File: config.mk
export PLATFORM = sky130hd
export DESIGN_NAME = regbank_write_arbiter
export DESIGN_NICKNAME = d
export VERILOG_FILES = /design/src/rtl/regbank_pkg.sv /design/src/rtl/rr_arbiter2.sv /design/src/rtl/regbank_write_arbiter.sv
export SDC_FILE = /design/constraint.sdc
export NUM_CORES = 1
export LEC_CHECK = 0
export CAP_MARGIN = 25
export CELL_PAD_IN_SITES_DETAIL_PLACEMENT = 1
export CELL_PAD_IN_SITES_GLOBAL_PLACEMENT = 1
export CORE_MARGIN = 10
export CORE_UTILIZATION = 32
export DETAILED_ROUTE_END_ITERATION = 10
export HOLD_SLACK_MARGIN = 0.06
export PLACE_DENSITY_LB_ADDON = 0.05
export SETUP_SLACK_MARGIN = 0.15
export SKIP_LAST_GASP = 1
export SYNTH_ARGS = -nofsm -noshare
export SYNTH_HDL_FRONTEND = slang
export SYNTH_HIERARCHICAL = 1
export SYNTH_SLANG_ARGS = --single-unit
File: constraint.sdc
create_clock -name clock -period 6.3 [get_ports clock]
set_input_delay 1.89 -clock clock [delete_from_list [all_inputs] [get_ports clock]]
set_output_delay 1.89 -clock clock [all_outputs]
set_load 0.03 [all_outputs]
File: src/rtl/regbank_pkg.sv
// ============================================================================
// Module      : regbank_pkg
// Description : Shared constants and arbiter state encoding for the
//               register-bank write-back path.
// Revision    : 1.0 - initial release
// ============================================================================
`default_nettype none

package regbank_pkg;

  localparam int REG_ADDR_W    = 5;
  localparam int REG_DATA_W    = 64;
  localparam int NUM_ARCH_REGS = 32;
  localparam int XZR_IDX       = 31;

  typedef enum logic [0:0] {
    PREF_ALU = 1'b0,
    PREF_MEM = 1'b1
  } arb_state_t;

endpackage

`default_nettype wire

File: src/rtl/rr_arbiter2.sv
// ============================================================================
// Module      : rr_arbiter2
// Description : Two-way round-robin arbiter. Requester 0 is the ALU path and
//               requester 1 is the load path. Preference flips only on contention.
// Revision    : 1.0 - initial release
// ============================================================================
`default_nettype none

module rr_arbiter2
  import regbank_pkg::*;
(
  input  logic clock,
  input  logic reset,
  input  logic req0_i,
  input  logic req1_i,
  output logic gnt0_o,
  output logic gnt1_o
);

  arb_state_t state_q;
  arb_state_t state_d;

  // Grants stay low while reset is asserted, so nothing transfers during reset.
  always_comb begin
    gnt0_o  = 1'b0;
    gnt1_o  = 1'b0;
    state_d = state_q;
    if (!reset) begin
      if (req0_i && req1_i) begin
        if (state_q == PREF_ALU) begin
          gnt0_o  = 1'b1;
          state_d = PREF_MEM;
        end else begin
          gnt1_o  = 1'b1;
          state_d = PREF_ALU;
        end
      end else begin
        gnt0_o = req0_i;
        gnt1_o = req1_i;
      end
    end
  end

  always_ff @(posedge clock or posedge reset) begin
    if (reset) begin
      state_q <= PREF_ALU;
    end else begin
      state_q <= state_d;
    end
  end

endmodule

`default_nettype wire

File: src/rtl/regbank_write_arbiter.sv
// ============================================================================
// Module      : regbank_write_arbiter
// Description : Arbitrates ALU and load write-backs onto the single register
//               bank write port and tracks pending writes in a busy scoreboard.
//               Optional stall counters: define REGBANK_ARB_STALL_COUNT_EN.
// Revision    : 1.0 - initial release
// ============================================================================
`default_nettype none

module regbank_write_arbiter
  import regbank_pkg::*;
#(
  parameter int DATA_WIDTH = REG_DATA_W,
  parameter int ADDR_WIDTH = REG_ADDR_W,
  parameter int NUM_REGS   = NUM_ARCH_REGS,
  parameter int ZERO_REG   = XZR_IDX
) (
  input  logic                  clock,
  input  logic                  reset,
  input  logic                  aluValid,
  output logic                  aluReady,
  input  logic [ADDR_WIDTH-1:0] aluReg,
  input  logic [DATA_WIDTH-1:0] aluData,
  input  logic                  memValid,
  output logic                  memReady,
  input  logic [ADDR_WIDTH-1:0] memReg,
  input  logic [DATA_WIDTH-1:0] memData,
  input  logic                  markValid,
  input  logic [ADDR_WIDTH-1:0] markReg,
  output logic [NUM_REGS-1:0]   busyMask,
  output logic [ADDR_WIDTH-1:0] regWrite,
  output logic [DATA_WIDTH-1:0] regWriteData,
  output logic                  isWrite
`ifdef REGBANK_ARB_STALL_COUNT_EN
  ,
  output logic [15:0]           aluStallCount,
  output logic [15:0]           memStallCount
`endif
);

  localparam logic [ADDR_WIDTH-1:0] ZERO_IDX = ADDR_WIDTH'(ZERO_REG);

  logic                  grantAlu;
  logic                  grantMem;
  logic                  grantAny;
  logic [ADDR_WIDTH-1:0] grantReg;
  logic [DATA_WIDTH-1:0] grantData;

  logic [ADDR_WIDTH-1:0] regWrite_q, regWrite_d;
  logic [DATA_WIDTH-1:0] regWriteData_q, regWriteData_d;
  logic                  isWrite_q, isWrite_d;
  logic [NUM_REGS-1:0]   busyMask_q, busyMask_d;

  rr_arbiter2 u_arb (
    .clock  (clock),
    .reset  (reset),
    .req0_i (aluValid),
    .req1_i (memValid),
    .gnt0_o (grantAlu),
    .gnt1_o (grantMem)
  );

  assign aluReady  = grantAlu;
  assign memReady  = grantMem;
  assign grantAny  = grantAlu | grantMem;
  assign grantReg  = grantAlu ? aluReg  : memReg;
  assign grantData = grantAlu ? aluData : memData;

  always_comb begin
    regWrite_d     = regWrite_q;
    regWriteData_d = regWriteData_q;
    isWrite_d      = 1'b0;
    if (grantAny) begin
      regWrite_d     = grantReg;
      regWriteData_d = grantData;
      isWrite_d      = (grantReg != ZERO_IDX);
    end
  end

  // Clear before set so a same-cycle mark of the committing register wins.
  always_comb begin
    busyMask_d = busyMask_q;
    if (grantAny) begin
      busyMask_d[grantReg] = 1'b0;
    end
    if (markValid && (markReg != ZERO_IDX)) begin
      busyMask_d[markReg] = 1'b1;
    end
    busyMask_d[ZERO_REG] = 1'b0;
  end

  always_ff @(posedge clock or posedge reset) begin
    if (reset) begin
      regWrite_q     <= '0;
      regWriteData_q <= '0;
      isWrite_q      <= 1'b0;
      busyMask_q     <= '0;
    end else begin
      regWrite_q     <= regWrite_d;
      regWriteData_q <= regWriteData_d;
      isWrite_q      <= isWrite_d;
      busyMask_q     <= busyMask_d;
    end
  end

  assign regWrite     = regWrite_q;
  assign regWriteData = regWriteData_q;
  assign isWrite      = isWrite_q;
  assign busyMask     = busyMask_q;

`ifdef REGBANK_ARB_STALL_COUNT_EN
  localparam logic [15:0] STALL_MAX = 16'hFFFF;

  logic [15:0] aluStall_q, aluStall_d;
  logic [15:0] memStall_q, memStall_d;

  always_comb begin
    aluStall_d = aluStall_q;
    memStall_d = memStall_q;
    if (aluValid && !aluReady && (aluStall_q != STALL_MAX)) begin
      aluStall_d = aluStall_q + 16'd1;
    end
    if (memValid && !memReady && (memStall_q != STALL_MAX)) begin
      memStall_d = memStall_q + 16'd1;
    end
  end

  always_ff @(posedge clock or posedge reset) begin
    if (reset) begin
      aluStall_q <= '0;
      memStall_q <= '0;
    end else begin
      aluStall_q <= aluStall_d;
      memStall_q <= memStall_d;
    end
  end

  assign aluStallCount = aluStall_q;
  assign memStallCount = memStall_q;
`endif

endmodule

`default_nettype wire

==> results of run 1 <==
synth_stat cells (2+ instances only):
cell,n,area (um^2)
dfrtp_1,102,2552
nand2_1,70,262.8
mux2i_1,68,680.7
o21ai_0,68,340.3
o22ai_1,31,193.9
inv_1,17,63.81
a22oi_1,16,120.1
a22o_1,15,131.4
buf_2,14,70.07
clkbuf_1,14,52.55
nand3b_1,6,45.04
nand4b_1,6,52.55
and4bb_2,5,62.56
nand4bb_1,5,56.30
nor4b_2,5,75.07
nand2b_1,4,25.02
nor3b_1,4,30.03
and3_1,3,18.77
nor2_1,3,11.26
and3b_1,2,17.52
buf_4,2,15.01
mux2_2,2,22.52
nand4_1,2,12.51
nor2b_1,2,12.51
sequential cells by signal, summed over array words and instances (netlist names):
name / flops
isWrite: 1
regWriteData: 64
u_arb/state_q: 1
regWrite: 5
busyMask: 31
per-layer routing:
metal / share of wire, % / wire length [um] / up-vias / GRT usage [%]
met5: 0 / 0 / - / 0
met3: 8.8 / 1732 / 13 / 7.948
met2: 52 / 10140 / 150 / 31.67
met1: 38 / 7516 / 2269 / 19.33
met4: 1.0 / 201 / 0 / 4.044
li1: - / - / 2219 / -
logic make-up after synthesis:
kind of cell	after synthesis
AND/OR/NAND/NOR	125
buffers and inverters	49
AO/OA/AOI/OAI	132
XOR/XNOR	1
multiplexers	70
other	1
flip-flops	102
where the power goes:
group          internal (mW)  switching [mW]  total [mW]
combinational          0.588           0.771        1.36
clock                  0.308           0.256       0.564
sequential             0.866           0.121       0.987
total                   1.76            1.15        2.91
per-stage QoR:
step           hold WS [ns]  worst slack [ns]  utilization, %
2_1_floorplan        0.4580             1.763               -
3_3_place_gp         0.4764            0.7569           50.20
3_5_place_dp         0.4877            0.7351           50.20
4_1_cts              0.5040            0.7292           52.10
5_1_grt              0.5299            0.6698           52.46
6_report             0.4996            0.7435           52.46
cell type report:
type	count	area [um^2]	share of cell area, %
flip-flops and latches	102	2552	31.77
repair buffers	256	2587	32.21
clock inverters	6	61.31	0.7631
multi-input cells	329	2273	28.30
inverters	17	66.31	0.8254
clock buffers	10	229.0	2.850
well taps	211	264.0	3.286
final timing paths:
kind,startpoint,end,slack [ns],depth (start not counted)
max,reset,memReady,0.74,4
max reg2reg,u_arb/state_q,busyMask[28],3.51,6
min,busyMask[2],busyMask[2],0.50,1
max in group asynchronous,reset,regWriteData[16],3.39,4
min reg2reg,busyMask[2],busyMask[2],0.50,1
min in group asynchronous,reset,u_arb/state_q,1.82,2
worst max-delay path: stages:
cell and delay [ns]:
clkdlybuf4s50_1 0.48, inv_1 0.14, and3_4 0.41, clkdlybuf4s50_1 0.74
==> metrics.md, run 1 <==
| Metric | Value |
|---|---|
| Run status | complete, no violations |
| Post-DP HPWL | 15150 um |
| Tmin final | 5.557 ns |
| Worst-Skew Late Latency | 0.35 ns |
| RSZ-0062 raised after global routing | false |
| Least-Margin Pin Slew | 1.039 ns |
| First-pass DRT Iterations | 4 |
| DR iter-0 viols | 173 |
| Synth Net Count | 628 |
| Post-DP Area | 0.007689 mm^2 |
| Commonest non-fill, non-tap cell in the layout | clkdlybuf4s50_1 |
| Avg WL per Cell | 21.04 um |
| Pins Over Slew Limit | 0 |
| Number of H-tree levels | 3 |
| Worst Skew | 0.005521 ns |
| Total GRT Usage | 17.95% |
| GR Overflow Total | 0 |
| Worst IR Drop VDD | 0.1334 mV |
| Sum of negative setup slack | 0 ns |
| Hold buffer count at cts | 0 |
| Core footprint | 0.01531 mm^2 |
| Post-Synth Adder-Cell Area | 0% |
| CP Max Fanout | 18 |
| Width of the die | 145.4 um |
| HP Class | reg2reg |
| Synthesized area per cell | 10.49 um^2 |
| Post-synth ARST share | 100.0% |
| Leakage | 3.134 nW |
| Crit end category | output pin |
| Cell area after layout | 0.008034 mm^2 |
| Via count of the routed design | 4651 |
| Initial antenna violation count | 0 |
| Fmax | 180.0 MHz |
| IO Pins | 252 |
| Setup Buffers After CTS | 0 |
| Inserted Clock Buffers | 9 |
| Placed cell count | 913 |
| Seq cells post-synth | 102 |
| Full die area | 0.02115 mm^2 |
| Post-CTS resize count | 0 |
| Post-synthesis mux area share | 13.97% |
| CTS tree | built |
| Simple-gate share of the synthesized area | 14.81% |
| Synth cell types | 38 |
| Post-synth EDFFs | 0 |
| Final hold vios | 0 |
| Global-route wire length before repair | 30230 um |
| Final setup viols | 0 |
| Relative slew slack | 30.75% |
| FILL cells | 1710 |
| Crit start category | input pin |
| Final Total Pwr | 2.909 mW |
| Clk pin slew, worst setup/hold paths | 0.07 ns |
| # rows | 45 |
| Synth Cell Area | 0.005034 mm^2 |
| Largest family of logic cells by synthesized area | compound AO/OA/AOI/OAI gates |
| Yosys warns | 6 |
| Complex-gate fraction of the synthesized area | 15.93% |
| Final instance count without filler cells | 931 |
| Antenna cells | 0 |
| IO Port Bufs | 250 |
| Synth Area in XOR/XNOR | 0.1740% |
| Root buf cell | clkbuf_16 |
| Maximum root-to-sink buffer count | 2 |
| Power per cell area | 362.1 mW/mm^2 |
| Post-DRT Antenna Nets | 0 |
| Area grow syn2layout | 59.61% |
| Residual DRC | 0 |
| Worst Path Required | 4.41 ns |
| Vias/cell | 4.996 |
| Fin crit share | 88.20% |
| Max Cap Viol | 0 |
| CP Class | in2out |
| DRT Wirelength | 19590 um |
| Fin nets | 863 |
| Commonest non-fill, non-tap cells in the layout | clkdlybuf4s50_1 (250), dfrtp_1 (102), nand2_1 (70) |
| Pin count of the biggest net entering global routing | 115 |
| Arr. time, crit path | 3.67 ns |
| Layout cells sized above 1 | 5.278% |
| Routability cong. | 0.7974 |
| Post-Syn Instances | 480 |
| Chip Height | 145.4 um |
| Starting density of the core | 32.87% |
| Post-synth top flop | dfrtp_1 |
| TritonCTS Sinks | 102 |
| Post-synthesis sequential area ratio | 50.71% |
| Vias in the first global route | 5069 |
Note: power is estimated with default switching activity, not from simulation.
==> inputs of run 2 (changes only) <==
--- a/config.mk
+++ b/config.mk
@@ -5,7 +5,7 @@
 export SDC_FILE = /design/constraint.sdc
 export NUM_CORES = 1
 export LEC_CHECK = 0
-export CAP_MARGIN = 25
+export CAP_MARGIN = 5
 export CELL_PAD_IN_SITES_DETAIL_PLACEMENT = 1
 export CELL_PAD_IN_SITES_GLOBAL_PLACEMENT = 1
 export CORE_MARGIN = 10
==> metrics.md, run 2 (same netlist as run 1, synthesis figures left out) <==
| Metric | Value |
|---|---|
| Global-route wire length before repair | 30230 um |
| Layout cells sized above 1 | 5.014% |
| Hold depth | 1 |
| Worst-Skew Late Latency | 0.35 ns |
| Worst IR Drop VDD | 0.1333 mV |
| Inserted Clock Buffers | 9 |
| GR Overflow Total | 0 |
| Setup Buffers After CTS | 0 |
| Chip Height | 145.4 um |
| Core footprint | 0.01531 mm^2 |
| Residual DRC | 0 |
| Worst Skew | 0.007555 ns |
| Placed cell count | 913 |
| Arr. time, crit path | 3.67 ns |
| Total GRT Usage | 17.95% |
| Antenna cells | 0 |
| HP Start | u_arb/state_q |
| Commonest non-fill, non-tap cells in the layout | clkdlybuf4s50_1 (250), dfrtp_1 (102), nand2_1 (70) |
| Post-DRT Antenna Nets | 0 |
| Crit end category | output pin |
| Vias/cell | 4.983 |
| DR iter-0 viols | 154 |
| Hold buffer count at cts | 0 |
| Number of H-tree levels | 3 |
| Sum of negative setup slack | 0 ns |
| Fin crit share | 88.27% |
| Post-CTS resize count | 0 |
| Final setup viols | 0 |
| Worst hold margin | 0.4988 ns |
| Power per cell area | 363.9 mW/mm^2 |
| Cell mode on critical path | clkdlybuf4s50_1 |
| Area grow syn2layout | 58.51% |
| TritonCTS Sinks | 102 |
| Worst Path Required | 4.41 ns |
| Leakage | 3.109 nW |
| RR Startpoint | u_arb/state_q |
| Root buf cell | clkbuf_16 |
| Crit-path slowest cell | clkdlybuf4s50_1 |
| Largest register FFs | 64 |
| Final instance count without filler cells | 929 |
| Vias in the first global route | 5069 |
| HP Class | reg2reg |
| Initial antenna violation count | 0 |
| Fin nets | 861 |
| Avg WL per Cell | 21.07 um |
| Full die area | 0.02115 mm^2 |
| Maximum root-to-sink buffer count | 2 |
| Final hold vios | 0 |
| Pins Over Slew Limit | 0 |
| Worst setup slack after layout | 0.7391 ns |
| Crit path from | reset |
| Relative slew slack | 30.50% |
| Run status | complete, no violations |
| DRT Wirelength | 19570 um |
| IO Port Bufs | 250 |
| # rows | 45 |
| Via count of the routed design | 4629 |
| Routability cong. | 0.7974 |
| Fmax | 179.8 MHz |
| Crit-path cells | clkdlybuf4s50_1 > inv_1 > and3_4 > clkdlybuf4s50_1 |
| First-pass DRT Iterations | 4 |
| CTS tree | built |
| Width of the die | 145.4 um |
| Pin count of the biggest net entering global routing | 115 |
| Commonest non-fill, non-tap cell in the layout | clkdlybuf4s50_1 |
| Worst Reg-to-Reg Cells | 6 |
| Starting density of the core | 32.87% |
| CP Max Fanout | 18 |
| IO Pins | 252 |
| Final Total Pwr | 2.903 mW |
| Clk pin slew, worst setup/hold paths | 0.07 ns |
| Crit start category | input pin |
| CP Class | in2out |
| Least-Margin Pin Slew | 1.043 ns |
| Post-DP HPWL | 15150 um |
| RSZ-0062 raised after global routing | false |
| Tmin final | 5.561 ns |
| Placement Setup Slack | 0.7351 ns |
| Max Cap Viol | 0 |
| Crit-path max cell delay | 0.74 ns |
-- run 2: final timing paths --
path	slack, ns	end
setup / recovery	0.74	memReady
min in group asynchronous	1.83	u_arb/state_q
max in group asynchronous	3.15	regWriteData[16]
hold reg to reg	0.50	u_arb/state_q
setup reg to reg	3.51	busyMask[28]
hold / removal	0.50	u_arb/state_q
-- run 2: cell type report --
type                       count  area, um^2
multi-input combinational    329        2273
sequential                   102        2552
clock inverter                 6       61.31
clock buffer                  10       229.0
fill                        1713        7336
tap                          211       264.0
inverter                      17       66.31
timing repair buffer         254        2532
-- run 2: routing by layer --
metal  track usage, %  up-vias  share of wire [%]
met5                0        -                  0
li1                 -     2213                  -
met1            19.33     2249                 38
met4            4.044        0                1.0
met3            7.948       13                8.9
met2            31.67      154                 52
-- run 2: where the power goes --
group          internal [mW]  switching [mW]  total [mW]  leakage (nW)
sequential             0.866           0.121       0.987          1.21
combinational          0.583           0.770        1.35          1.76
clock                  0.308           0.256       0.563         0.143
total                   1.76            1.15        2.90          3.11
-- run 2: per-stage QoR --
stage,instance area (um^2),util (%)
after global routing,7979,52.10
after CTS,7979,52.10
after detailed placement,7689,50.20
final,7979,52.10
after global placement,7689,50.20
after floorplan,5034,-
-- run 2: worst max-delay path, delay by kind of cell --
family,cells,cell delay [ns]
simple gates,1,0.41
buf+inv,3,1.36
==> inputs of run 3 (changes only) <==
--- a/config.mk
+++ b/config.mk
@@ -10,6 +10,7 @@
 export CELL_PAD_IN_SITES_GLOBAL_PLACEMENT = 1
 export CORE_MARGIN = 10
 export CORE_UTILIZATION = 32
+export CTS_CLUSTER_SIZE = 12
 export DETAILED_ROUTE_END_ITERATION = 10
 export HOLD_SLACK_MARGIN = 0.06
 export PLACE_DENSITY_LB_ADDON = 0.05
==> results of run 3 <==
The final DEF is identical to that of run 2; final timing and power are the same.
